[config.mk]
export PLATFORM = sky130hd
export DESIGN_NAME = fft_data_input
export DESIGN_NICKNAME = d
export VERILOG_FILES = /design/src/rtl/axi_fft_pkg.sv /design/src/rtl/fft_sample_ram.sv /design/src/rtl/fft_data_input.sv
export SDC_FILE = /design/constraint.sdc
export NUM_CORES = 1
export LEC_CHECK = 0
export ABC_AREA = 1
export BUFFER_PORTS_ARGS = -buffer_cell sky130_fd_sc_hd__buf_2
export CAP_MARGIN = 20
export CORE_ASPECT_RATIO = 2
export CORE_MARGIN = 5
export CORE_UTILIZATION = 45
export DETAILED_ROUTE_END_ITERATION = 8
export PLACE_DENSITY = 0.61
export SETUP_SLACK_MARGIN = 0.1
export SYNTH_ARGS = -nofsm -noshare
export SYNTH_HDL_FRONTEND = slang
export SYNTH_SLANG_ARGS = --single-unit
[constraint.sdc]
create_clock -name clk -period 2.85 [get_ports clk]
set_input_delay 0.57 -clock clk [delete_from_list [all_inputs] [get_ports clk]]
set_output_delay 0.57 -clock clk [all_outputs]
set_load 0.02 [all_outputs]
[src/rtl/axi_fft_pkg.sv]
// axi_fft_pkg: sample width and {IM, RE} stream packing shared by the FFT input and output stages.
package axi_fft_pkg;
    localparam int SAMPLE_W = 32;
    localparam int TDATA_W  = 2 * SAMPLE_W;

    function automatic logic [TDATA_W-1:0] pack_sample(input logic [SAMPLE_W-1:0] im, input logic [SAMPLE_W-1:0] re);
        return {im, re};
    endfunction
endpackage

[src/rtl/fft_sample_ram.sv]
// fft_sample_ram: sample store with synchronous write and two asynchronous read ports (RE and IM word).
module fft_sample_ram
    import axi_fft_pkg::*;
#(
    parameter int DEPTH = 16,
    parameter int AW    = $clog2(DEPTH)
) (
    input  logic                clk,
    input  logic                we,
    input  logic [AW-1:0]       waddr,
    input  logic [SAMPLE_W-1:0] wdata,
    input  logic [AW-1:0]       raddr_a,
    input  logic [AW-1:0]       raddr_b,
    output logic [SAMPLE_W-1:0] rdata_a,
    output logic [SAMPLE_W-1:0] rdata_b
);
    logic [SAMPLE_W-1:0] mem [DEPTH];

    always_ff @(posedge clk) begin
        if (we) mem[waddr] <= wdata;
    end

    assign rdata_a = mem[raddr_a];
    assign rdata_b = mem[raddr_b];
endmodule

[src/rtl/fft_data_input.sv]
// fft_data_input: buffers one frame of complex samples and streams it as {IM, RE} beats over AXI-Stream.
module fft_data_input
    import axi_fft_pkg::*;
#(
    parameter int NFFT = 8
) (
    input  logic                       clk,
    input  logic                       resetn,
    input  logic                       wEn,
    input  logic [$clog2(NFFT*2)-1:0]  wAddr,
    input  logic [SAMPLE_W-1:0]        wData,
    input  logic                       start,
    output logic                       tvalid,
    input  logic                       tready,
    output logic                       tlast,
    output logic [TDATA_W-1:0]         tdata,
    output logic                       sending,
    output logic                       done
);
    localparam int AW = $clog2(NFFT * 2);
    localparam int IW = $clog2(NFFT);
    localparam logic IDLE    = 1'b0;
    localparam logic SENDING = 1'b1;

    logic          state, state_n;
    logic [IW-1:0] i, i_n;
    logic          done_n;
    logic [SAMPLE_W-1:0] re, im;

    // The RAM is frozen while a frame is streaming so beats never mix old and new samples.
    fft_sample_ram #(.DEPTH(NFFT * 2)) u_ram (
        .clk     (clk),
        .we      (wEn && state == IDLE),
        .waddr   (wAddr),
        .wdata   (wData),
        .raddr_a ({i, 1'b0}),
        .raddr_b ({i, 1'b1}),
        .rdata_a (re),
        .rdata_b (im)
    );

    assign sending = state == SENDING;
    assign tvalid  = sending;
    assign tlast   = sending && i == IW'(NFFT - 1);
    assign tdata   = pack_sample(im, re);

    always_ff @(posedge clk or negedge resetn) begin
        if (!resetn) begin
            state <= IDLE;
            i     <= '0;
            done  <= 1'b0;
        end else begin
            state <= state_n;
            i     <= i_n;
            done  <= done_n;
        end
    end

    always_comb begin
        state_n = state;
        i_n     = i;
        done_n  = 1'b0;
        if (state == IDLE) begin
            if (start) begin
                state_n = SENDING;
                i_n     = '0;
            end
        end else if (tready) begin
            state_n = tlast ? IDLE : SENDING;
            i_n     = tlast ? '0 : i + 1'b1;
            done_n  = tlast;
        end
    end
endmodule

==> run_results.csv <==
group,metric,value,unit
critical_path,path_class,"reg -> out",
outcome,outcome,"finished, final reports clean",
critical_path,timing.critical_path.arrival,2120,ps
power_and_ir_drop,p_clk_share,25.3,%
timing,report.final.setup_viol,0,
critical_path,slowest_stage,"dfrtp_4",
power_and_ir_drop,leakagePower,11.9,nW
timing,skew,9.13,ps
critical_path,crit_top_cell,"nand2_1",
layout,nNetsFinal,2428,
synth,synth_fa_ha_area_share,0.110,%
synth,synthMuxAreaShare,0,%
place,routabilityCongestion,0.745,
timing,fin_crit_sh,94.5,%
drt,drcViolationCount,0,
place,io_buffers,108,
timing,tns,0,ps
place,dp.cells,2967,
drt,vias,15300,
synth,syn_avg_cell_area,10.0,um2
synth,yosys_warnings,0,
timing,rsz0062_at_grt,"yes",
timing,worst_pin_slew,492,ps
layout,layout-drive-gt1-share,10.6,%
drt,drt_iter0_drc,1014,
power_and_ir_drop,combinationalPowerShare,38.9,%
grt,grt_max_degree,66,
layout,syn2layout_area_growth,15.0,%
critical_path,path_cells,"buf_12 -> clkinv_16 -> buf_12 -> nand2_1 -> nand3_1 -> nand2_1 -> nand2_1 -> nand2_1 -> buf_2",
floorplan,start_util,45.4,%
synth,synth-compound-area-share,0.116,%
clock_network,htree_levels,2,
drt,routed_wl,58.4,mm
grt,overflow,0,
synth,syn_inst,2267,
critical_path,crit_path_max_fanout,26,
floorplan,coreArea,0.0501,mm2
synth,synth-seq-cells,517,
floorplan,die_width,169,um
critical_path,cp.required,2280,ps
floorplan,std_cell_rows,116,
synth,synth-simple-area-share,20.0,%
power_and_ir_drop,vdd_drop_max,0.000592,V
synth,synth-xor-area-share,0,%
timing,max_freq,0.371,GHz
synth,synth_top_family_by_area,"simple AND/OR/NAND/NOR gates",
clock_network,cts_tree,"done",
layout,final_cells,3069,
drt,wl_per_cell,19.0,um
clock_network,clk_pin_slew,70,ps
power_and_ir_drop,finalPower,23.7,mW
clock_network,cts.sinks,517,
grt,antenna_found_initial,6,
floorplan,die_height,328,um
synth,yosysSeqAreaShare,68.2,%
power_and_ir_drop,power_density,907,mW/mm2
floorplan,dieArea,0.0554,mm2
power_and_ir_drop,switching_share,37.5,%
synth,synth_nets,2310,
timing,slew_viol_final,0,
grt,grt_pass1_vias,15200,
clock_network,clk_path_buf_depth,3,
power_and_ir_drop,switchingPower,8.90,mW
critical_path,end_kind,"output pin",
timing,maxSlewHeadroom,67.1,%
grt,grt_usage,20.7,%
power_and_ir_drop,seq_power_share,35.8,%
timing,min_period,2690,ps
run,drv_cap,0,
clock_network,clock_latency,560,ps
power_and_ir_drop,p_int,14.8,mW
place,post-dp-hpwl,30.0,mm
layout,fill_cells,4364,
synth,synthDistinctLibCells,16,
critical_path,slowest_delay,420,ps
synth,netlist_area,0.0227,mm2
drt,via_per_inst,4.98,
timing,hold_viol,0,
clock_network,cts-root-buf,"clkbuf_16",
floorplan,num_io_pins,109,
worst_hold_path,hp-class,"in -> reg",
critical_path,startpoint_type,"flop",
drt,drtAntennaViolNets,0,
grt,grt_pass1_wl,87.6,mm
drt,firstDrtPassIters,5,
clock_network,cts_buffers,44,
-- cells in the final DEF, fill, tap and decap left out, types with 3 or more instances in the layout --
cell type and count:
buf_12 22, buf_16 12, buf_2 94, buf_4 32, bufinv_16 5, clkbuf_1 12, clkbuf_16 48, clkinv_1 5
clkinv_2 9, dfrtp_4 3, diode_2 4, edfxtp_1 512, inv_1 520, nand2_1 836, nand2_2 4, nand3_1 259
nor2_1 3, nor2_4 16, o21ai_0 4
-- cell type report --
class,instances,area (um2),area share (%)
multi-input cells,1127,4720,18.1
clock buffers,57,1170,4.48
repair inverters,3,38.8,0.149
clock inverters,20,226,0.867
repair buffers,169,1630,6.23
inverters,523,2000,7.67
well taps,649,812,3.11
diodes,4,10.0,0.0383
flip-flops and latches,517,15500,59.4
-- cell families (layout without fill, tap and decap cells) --
kind of cell / after synthesis / in the layout
AND/OR/NAND/NOR: 1120 / 1120
buffers and inverters: 623 / 772
flip-flops: 517 / 517
AO/OA/AOI/OAI: 5 / 5
adder cells (fa/ha/maj): 2 / 2
other: 0 / 4
-- through the flow --
step                      cell area, um2  setup WS, ps  utilization [%]  hold slack (ps)
after floorplan                    22700           138                -              274
after global placement             24200           509             48.3              406
after detailed placement           24200           490             48.3              408
after CTS                          26000           112             51.8              248
after global routing               26100          66.1             52.1              269
final                              26100           155             52.2              274
-- registers in the layout, indices dropped and copies added, names as in the netlist --
register	flops
sending	1
u_ram.mem	512
done	1
i	3
-- power by group through the flow --
stage	clock network, mW	registers (mW)	logic [mW]
6_report	5.99	8.48	9.23
5_1_grt	6.40	8.48	10.1
4_1_cts	6.10	8.47	9.03
3_5_place_dp	0	8.64	8.17
3_3_place_gp	0	8.64	8.04
2_1_floorplan	0	8.60	5.77
-- Yosys cell counts, drive strengths merged --
library cell / instances / area, um2
nand3b: 2 / 15.0
nand3: 259 / 1300
ha: 2 / 25.0
nand2: 840 / 3150
nor2: 19 / 71.3
inv: 523 / 1970
dfrtp: 5 / 125
buf: 90 / 628
o22ai: 1 / 6.26
clkbuf: 10 / 37.5
edfxtp: 512 / 15400
o21ai: 4 / 20.0
-- routing by layer --
metal  vias up  wire (um)  GRT usage, %  part of all wire (%)
met5         -          7             0                 0.012
met4         2       1870          7.49                   3.2
met3       120       3420          2.67                   5.9
met2       478      30000          36.9                    51
met1      7430      23100          25.7                    40
li1       7266          -             -                     -
-- worst paths after layout --
| kind | depth (start not counted) | slack, ps | from | endpoint |
|---|---|---|---|---|
| max | 9 | 160 | i[0]$_DFFE_PN0P_ | tdata[19] |
| min | 3 | 270 | start | sending$_DFF_PN0_ |
| max reg2reg | 4 | 770 | sending$_DFF_PN0_ | u_ram.mem[11][24]$_DFFE_PP_ |
| min reg2reg | 2 | 660 | sending$_DFF_PN0_ | sending$_DFF_PN0_ |
| max in group asynchronous | 2 | 2310 | resetn | i[1]$_DFFE_PN0P_ |
| min in group asynchronous | 2 | 360 | resetn | i[0]$_DFFE_PN0P_ |
-- critical path, delay by kind of cell, from the launching register on --
family	cells	cell delay [ps]
DFF	1	420
and+or+nand+nor	5	400
buffers and inverters	4	710
-- repair_timing --
action,4_1_cts,5_1_grt
pin swaps,0,0
gates resized for setup,16,34
endpoints found under the hold margin,5,0
buffers inserted,9,0
cloned,8,4
endpoints found under the setup margin,64,51
hold buffers,1,0
Note: power is estimated with default switching activity, not from simulation.
